==> src/rtl/program_sequencer.sv <==
`default_nettype none
// program_sequencer (rev 1.0): fetch/issue controller for the register-file + ALU datapath.
// Steps a PC through a loadable program memory, branches on the ALU flags sampled after each ALU word.
module program_sequencer #(
  parameter int         PROG_DEPTH  = 16,
  parameter int         ALU_LATENCY = 1,
  parameter logic [3:0] NOP_OP      = 4'hF,
  localparam int        PC_W        = $clog2(PROG_DEPTH)
) (
  input  logic            clk,
  input  logic            reset,
  input  logic            start,
  input  logic            load_en,
  input  logic [PC_W-1:0] load_addr,
  input  logic [11:0]     load_data,
  input  logic            zero_flag,
  input  logic            carry_flag,
  output logic [3:0]      instruction,
  output logic [1:0]      read_sel1,
  output logic [1:0]      read_sel2,
  output logic [1:0]      write_sel,
  output logic            issue,
  output logic [PC_W-1:0] pc,
  output logic            busy,
  output logic            halted
);

  localparam int              CNT_W = $clog2(ALU_LATENCY + 1);
  localparam logic [CNT_W-1:0] LAT  = CNT_W'(ALU_LATENCY);

  localparam logic [1:0] CLS_ALU = 2'b00;
  localparam logic [1:0] CLS_BZ  = 2'b01;
  localparam logic [1:0] CLS_BC  = 2'b10;

  typedef enum logic [2:0] {
    S_IDLE   = 3'd0,
    S_FETCH  = 3'd1,
    S_ISSUE  = 3'd2,
    S_WAIT   = 3'd3,
    S_HALTED = 3'd4
  } state_t;

  state_t           state, state_nxt;
  logic [PC_W-1:0]  pc_nxt;
  logic [9:0]       ir, ir_nxt;
  logic             saved_z, saved_z_nxt;
  logic             saved_c, saved_c_nxt;
  logic [CNT_W-1:0] cnt, cnt_nxt;

  logic [11:0]      mem [PROG_DEPTH];
  logic [11:0]      fetch_word;
  logic [PC_W-1:0]  target;
  logic [PC_W-1:0]  pc_inc;
  logic             accepting;

  // Loads and starts are only honoured while the sequencer is parked.
  assign accepting  = (state == S_IDLE) || (state == S_HALTED);
  assign fetch_word = mem[pc];
  assign target     = fetch_word[PC_W-1:0];
  assign pc_inc     = pc + 1'b1;

  always_ff @(posedge clk) begin
    if (load_en && accepting) begin
      mem[load_addr] <= load_data;
    end
  end

  always_ff @(posedge clk or posedge reset) begin
    if (reset) begin
      state   <= S_IDLE;
      pc      <= '0;
      ir      <= '0;
      saved_z <= 1'b0;
      saved_c <= 1'b0;
      cnt     <= '0;
    end else begin
      state   <= state_nxt;
      pc      <= pc_nxt;
      ir      <= ir_nxt;
      saved_z <= saved_z_nxt;
      saved_c <= saved_c_nxt;
      cnt     <= cnt_nxt;
    end
  end

  always_comb begin
    state_nxt   = state;
    pc_nxt      = pc;
    ir_nxt      = ir;
    saved_z_nxt = saved_z;
    saved_c_nxt = saved_c;
    cnt_nxt     = cnt;
    case (state)
      S_IDLE: begin
        if (start) begin
          pc_nxt    = '0;
          state_nxt = S_FETCH;
        end
      end
      S_HALTED: begin
        if (start) begin
          pc_nxt      = '0;
          saved_z_nxt = 1'b0;
          saved_c_nxt = 1'b0;
          state_nxt   = S_FETCH;
        end
      end
      S_FETCH: begin
        ir_nxt = fetch_word[9:0];
        case (fetch_word[11:10])
          CLS_ALU: state_nxt = S_ISSUE;
          CLS_BZ:  pc_nxt = saved_z ? target : pc_inc;
          CLS_BC:  pc_nxt = saved_c ? target : pc_inc;
          default: begin
            if (fetch_word[9]) begin
              state_nxt = S_HALTED;
            end else begin
              pc_nxt = target;
            end
          end
        endcase
      end
      S_ISSUE: begin
        cnt_nxt   = LAT;
        state_nxt = S_WAIT;
      end
      S_WAIT: begin
        // Flags are only trusted once the full ALU latency has elapsed.
        if (cnt == CNT_W'(1)) begin
          saved_z_nxt = zero_flag;
          saved_c_nxt = carry_flag;
          pc_nxt      = pc_inc;
          state_nxt   = S_FETCH;
        end else begin
          cnt_nxt = cnt - 1'b1;
        end
      end
      default: state_nxt = S_IDLE;
    endcase
  end

  // ALU fields stay on the bus through WAIT so the write-back lands on the right register.
  always_comb begin
    instruction = NOP_OP;
    read_sel1   = 2'b00;
    read_sel2   = 2'b00;
    write_sel   = 2'b00;
    if ((state == S_ISSUE) || (state == S_WAIT)) begin
      instruction = ir[9:6];
      read_sel1   = ir[5:4];
      read_sel2   = ir[3:2];
      write_sel   = ir[1:0];
    end
  end

  assign issue  = (state == S_ISSUE);
  assign busy   = (state == S_FETCH) || (state == S_ISSUE) || (state == S_WAIT);
  assign halted = (state == S_HALTED);

endmodule
`default_nettype wire
==> config.mk <==
export PLATFORM = sky130hd
export DESIGN_NAME = program_sequencer
export DESIGN_NICKNAME = d
export VERILOG_FILES = /design/src/rtl/program_sequencer.sv
export SDC_FILE = /design/constraint.sdc
export NUM_CORES = 1
export LEC_CHECK = 0
export BUFFER_PORTS_ARGS = -buffer_cell sky130_fd_sc_hd__buf_2
export CAP_MARGIN = 20
export CORE_ASPECT_RATIO = 1.2
export CORE_UTILIZATION = 65
export DETAILED_ROUTE_END_ITERATION = 8
export PLACE_DENSITY = 0.84
export SLEW_MARGIN = 20
export SYNTH_ARGS = -nofsm -noshare
export SYNTH_HDL_FRONTEND = slang
export SYNTH_SLANG_ARGS = --single-unit
==> constraint.sdc <==
create_clock -name clk -period 4.95 [get_ports clk]
set_clock_uncertainty 0.15 [all_clocks]
set_input_delay 0.495 -clock clk [delete_from_list [all_inputs] [get_ports clk]]
set_output_delay 0.495 -clock clk [all_outputs]
set_load 0.01 [all_outputs]
-- Yosys cells after proc, flatten, opt, wreduce, memory -nomap -nowiden
Memories as Yosys holds them, arrays and structs flattened.
Cells that the tools add are included.
- flip-flop bits (word level): 20
- bits in latches: 0
- RAM bits: 192
- bits in read-only memories: 0
- bits of input ports: 22
- output and inout port bits: 17
- memories: 1
- memory list (name ; depth ; width ; rd ports ; clocked after Yosys merged registers in ; write ports ; line ; RTL):
    mem ; 16 ; 12 ; 1 ; 0 ; 1 ; 50 ; logic [11:0] mem [PROG_DEPTH];
- $add $sub $neg: 2
- multiply operators: 0
- div/mod/pow operators: 0
- magnitude comparators: 0
- equality and inequality tests: 13
- shifts and indexed selects: 0
- muxes and demuxes: 25
- bitwise gates (word level): 0
- reductions and logical operators: 15
- operators with widths (operator ; count):
    2-to-1 mux 4 bit ; 6
    case mux 4 bit (3 select lines) ; 2
    case mux 3 bit (4 select lines) ; 1
    2-to-1 mux 3 bit ; 3
    != test 2 bit, second input constant ; 4
    == test 3 x 2 -> 1 bit, second input constant ; 2
    2-to-1 mux 1 bit ; 6
    2-to-1 mux 2 bit ; 3
    case mux 1 bit (2 select lines) ; 3
    case mux 3 bit (2 select lines) ; 1
    AND reduction 5 bit ; 1
    adder 4 x 1 -> 4 bit, second input constant ; 1
    logical OR 1 bit ; 4
    != test 4 x 2 -> 1 bit, second input constant ; 1
    AND reduction 4 bit ; 1
    nonzero test 2 bit ; 2
    OR reduction 2 bit ; 2
    == test 3 x 1 -> 1 bit, second input constant ; 1
    == test 3 bit, second input constant ; 1
    zero test 3 bit ; 1
    != test 3 x 2 -> 1 bit, second input constant ; 1
    AND reduction 3 bit ; 1
    nonzero test 3 bit ; 1
    == test 2 x 1 -> 1 bit, second input constant ; 1
    5 further kinds ; 5

-- Depth between registers and ports, before layout
- depth in word-level cells: 5
- depth in mapped cells: 13
- gate-level depth less buffers: 11

-- Worst setup path after synthesis
OpenSTA, ideal clock, no wires.
- kind: register -> register
- start point: register pc[0]
- end point: register state[1]
- arrival: 2791 ps
- required time: 4701 ps
- path slack: 1910 ps
- stages on the path, launching flop included: 13
- clock period less this slack: 3040 ps
- cells stage by stage: dfrtp_1 -> buf_6 -> buf_8 -> buf_8 -> mux4_2 -> a22oi_1 -> and2_1 -> ha_1 -> nor2_1 -> a21oi_1 -> a21oi_1 -> a31oi_1 -> a311oi_1
- word-level cells in the longest chain between the ends: 5
- ends and longest elaborated chain (what ; line ; RTL):
    start: declaration ; 23 ; output logic [PC_W-1:0] pc,
    start signal: assignment ; 78 ; pc <= pc_nxt;
    memory (16 x 12 bit) (*) ; -- ;
    == test 2 bit or == test 2 x 1 -> 1 bit (tied branches) ; 110 ; case (fetch_word[11:10])
    OR reduction 2 bit (no line) ; -- ;
    case mux 3 bit (2 select lines) or != test 2 bit (tied branches) ; -- ;
    case mux 3 bit (4 select lines) or AND reduction 4 bit (tied branches) ; -- ;
    end signal: assignment ; 77 ; state <= state_nxt;
    end: declaration ; 43 ; state_t state, state_nxt;
Mark *: on every way between the ends. The rest lies on a longest branch, timed or not.
A chain may end at the register's enable or synchronous reset.

-- Final worst setup path
- start point: register pc[2]
- end point: register state[1]
Same word-level chain as after synthesis.

==> reports/results.tsv <==
stage	metric	value	unit
synth	Cells after Synth	474	
placed_design	Buffers on Ports	38	
power_and_ir_drop	clock share of power	33.1	%
final_layout	fin nets	550	
final_layout	most common cell after layout, fill and taps aside	edfxtp_1	
synth	yosys warns	0	
timing	RSZ-0062 raised after global routing	no	
final_layout	fillers	664	
global_route	initial antenna violation count	1	
synth	EDFF count, synth	192	
final_layout	register area	6270	µm²
drt	Routed Antenna Nets	0	
worst_setup_path	reg2reg setup slack	1.33	ns
global_route	GRT Util Overall	29.4	%
synth	Synth Flop Type	edfxtp_1	
power_and_ir_drop	Power, Total	0.00447	W
die	Die ar.	13700	µm²
worst_setup_path	CP max FO	21	
timing	crit path time final	3.62	ns
power_and_ir_drop	switching share of total power	27.5	%
worst_setup_path	RR Endpoint	state[1]	
die	die extent in x	107	µm
cts	clock-pin slew on the worst setup and hold paths	0.06	ns
cts	Sink Count	212	
synth	Avg Cell Area, Syn	18.2	µm²
synth	Post-synth ARST share	9.43	%
power_and_ir_drop	peak supply drop	392	µV
power_and_ir_drop	leak pwr	3.21	nW
worst_setup_path	critical path class	register to register	
final_layout	share of cells above drive strength 1	25.4	%
cts	setup bufs post-CTS	0	
worst_setup_path	CP Launch Type	register	
die	total I/O pin count	39	
die	Initial Util	67.4	%
die	Die Y	128	µm
timing	TNS Setup	0	ns
power_and_ir_drop	Combinational Power Share	18.3	%
drt	total routed wirelength	19100	µm
global_route	vias in the first global route	4889	
drt	DR vias/cell	6.89	
final_layout	commonest non-fill, non-tap cells in the layout	edfxtp_1 (192), buf_2 (38), mux4_2 (32)	
drt	total number of vias	4851	
job	Max Cap Viol	0	
drt	DRC Markers	0	
drt	DR WL/cell	27.1	µm
die	standard-cell rows	45	
synth	register area share after synthesis	72.7	%
drt	TritonRoute pass-1 iters	4	
cts	Worst-Skew Late Latency	0.50	ns
global_route	largest net degree at the start of global routing	43	
synth	mapped cell area	8620	µm²
cts	Bufs on Longest Clock Path	3	
placed_design	gpl congestion	0.854	
drt	initial DRC count	634	
timing	Slew @ Worst Pin	1.12	ns
cts	Clock Root Buffer	clkbuf_16	
timing	maximum clock frequency	277	MHz
worst_setup_path	RR Startpoint	pc[2]	
timing	Hold Vio Cnt, Final	0	
placed_design	Post-DP HPWL	10900	µm
worst_setup_path	Crit. End Element	register	
power_and_ir_drop	PwrDens	462	nW/µm²
synth	synth unique cells	50	
global_route	grt ovf	0	
power_and_ir_drop	switching power	0.00123	W
cts	H-tree depth	1	
timing	Slew HR	24.8	%
synth	Post-Syn Nets	500	
worst_hold_path	Hold WC Path Type	primary input to async pin	
timing	Setup Viol. Count Final	0	
final_layout	Area growth syn-to-layout	12.1	%
power_and_ir_drop	Pint	0.00324	W
final_layout	multi-input logic area	2240	µm²
power_and_ir_drop	share of total power in sequential cells	48.6	%
outcome	outcome	complete, no violations	
worst_setup_path	Worst Path Required	5.19	ns
worst_setup_path	R2R depth	11	
synth	largest cells by area after synthesis	edfxtp_1 (67%), mux4_2 (8.4%), dfrtp_1 (5.8%), mux2i_1 (2.7%), mux2_2 (1.4%)	
global_route	first-pass GRT wire length	28500	µm
die	Core ar.	12800	µm²
worst_setup_path	CP arrival	3.86	ns
cts	CTS Buf Count	21	
synth	Synth top area share	66.9	%
synth	post-synth top area cell	edfxtp_1	
cts	CTS tree	built	
timing	Final Cycle Share	73.0	%
synth	register bit total from synthesis	212	
cts	post-cts resize count	0	
timing	Slew Limit Fails	0	
cts	CTS Hold Bufs	0	
==> power groups by stage <==
stage / logic (W) / registers [W] / clock network, W
3_3_place_gp: 0.000736 / 0.00220 / 0
4_1_cts: 0.000790 / 0.00218 / 0.00149
2_1_floorplan: 0.000653 / 0.00212 / 0
6_report: 0.000818 / 0.00217 / 0.00148
3_5_place_dp: 0.000776 / 0.00221 / 0
5_1_grt: 0.000870 / 0.00218 / 0.00156
==> critical path: stages, from the launching register on <==
cell	delay (ns)
dfrtp_1	0.88
nand2_1	0.39
o21ai_0	0.26
a21oi_1	0.08
o21ai_0	0.27
and2_1	0.20
ha_1	0.34
nor2_1	0.13
a21oi_1	0.05
a21oi_1	0.30
a31oi_1	0.16
a311oi_1	0.27
==> kinds of logic after synthesis <==
kind of cell             Yosys count  synth area share (%)
buffers and inverters             26                  1.93
multiplexers                      69                  13.4
flip-flops                       212                  72.7
AND/OR/NAND/NOR                   92                  5.08
AO/OA/AOI/OAI                     69                  6.10
adder cells (fa/ha/maj)            4                 0.581
XOR/XNOR                           2                 0.203
==> cell type report <==
cell class | instances | area share [%]
Inverter | 4 | 0.155
Sequential cell | 212 | 64.9
Timing Repair Buffer | 49 | 2.95
Clock inverter | 14 | 1.09
Clock buffer | 24 | 5.56
Antenna cell | 1 | 0.0259
Multi-Input combinational cell | 236 | 23.2
Tap cell | 164 | 2.12
==> registers in the layout (all words and copies together) (netlist names) <==
name and flops:
mem 192, ir 10, pc 4, saved_z 1, cnt 1, saved_c 1
state 3
==> metrics by stage <==
stage | worst slack (ns) | utilization [%] | cell area, µm² | instances | hold slack (ns)
5_1_grt | 1.06 | 75.6 | 9660 | 704 | 0.0498
6_report | 1.33 | 75.6 | 9660 | 704 | 0.0248
4_1_cts | 1.06 | 75.4 | 9640 | 702 | 0.0301
3_5_place_dp | 1.16 | 70.4 | 9000 | 664 | 0.310
3_3_place_gp | 1.40 | 70.4 | 9000 | 664 | 0.305
2_1_floorplan | 1.91 | - | 8620 | 474 | 0.290
==> worst max-delay path by stage <==
stage,startpoint,end,slack (ns),cells past startpoint
after global routing,pc[2],state[1],1.06,11
after detailed placement,pc[1],state[1],1.16,10
after floorplan,pc[0],state[1],1.91,12
after CTS,pc[1],state[1],1.06,10
final,pc[2],state[1],1.33,11
after global placement,pc[1],state[1],1.40,10
==> cells in the mapped netlist (3+ instances only) <==
cell type and number:
a211oi_1 3, a21o_1 3, a21oi_1 10, a22oi_1 3
a31oi_1 3, and2_1 11, buf_2 7, buf_6 5
clkbuf_1 6, dfrtp_1 20, edfxtp_1 192, ha_1 4
mux2_2 11, mux2i_1 23, mux4_1 3, mux4_2 32
nand2_1 23, nand2b_1 6, nand3_1 3, nor2_1 28
nor2b_1 5, nor3_1 7, o21ai_0 16, o221ai_1 5
o22ai_1 3, o2bb2ai_1 4, o32ai_1 3, or3_1 5
==> metal layers <==
metal / GRT usage (%) / vias up / wire (µm)
li1: - / 2013 / -
met1: 38.0 / 2448 / 6870
met2: 47.2 / 321 / 9450
met3: 6.05 / 69 / 1810
met4: 16.2 / 0 / 956
met5: 0 / - / 0
No activity file was read; power rests on OpenSTA's default activity.
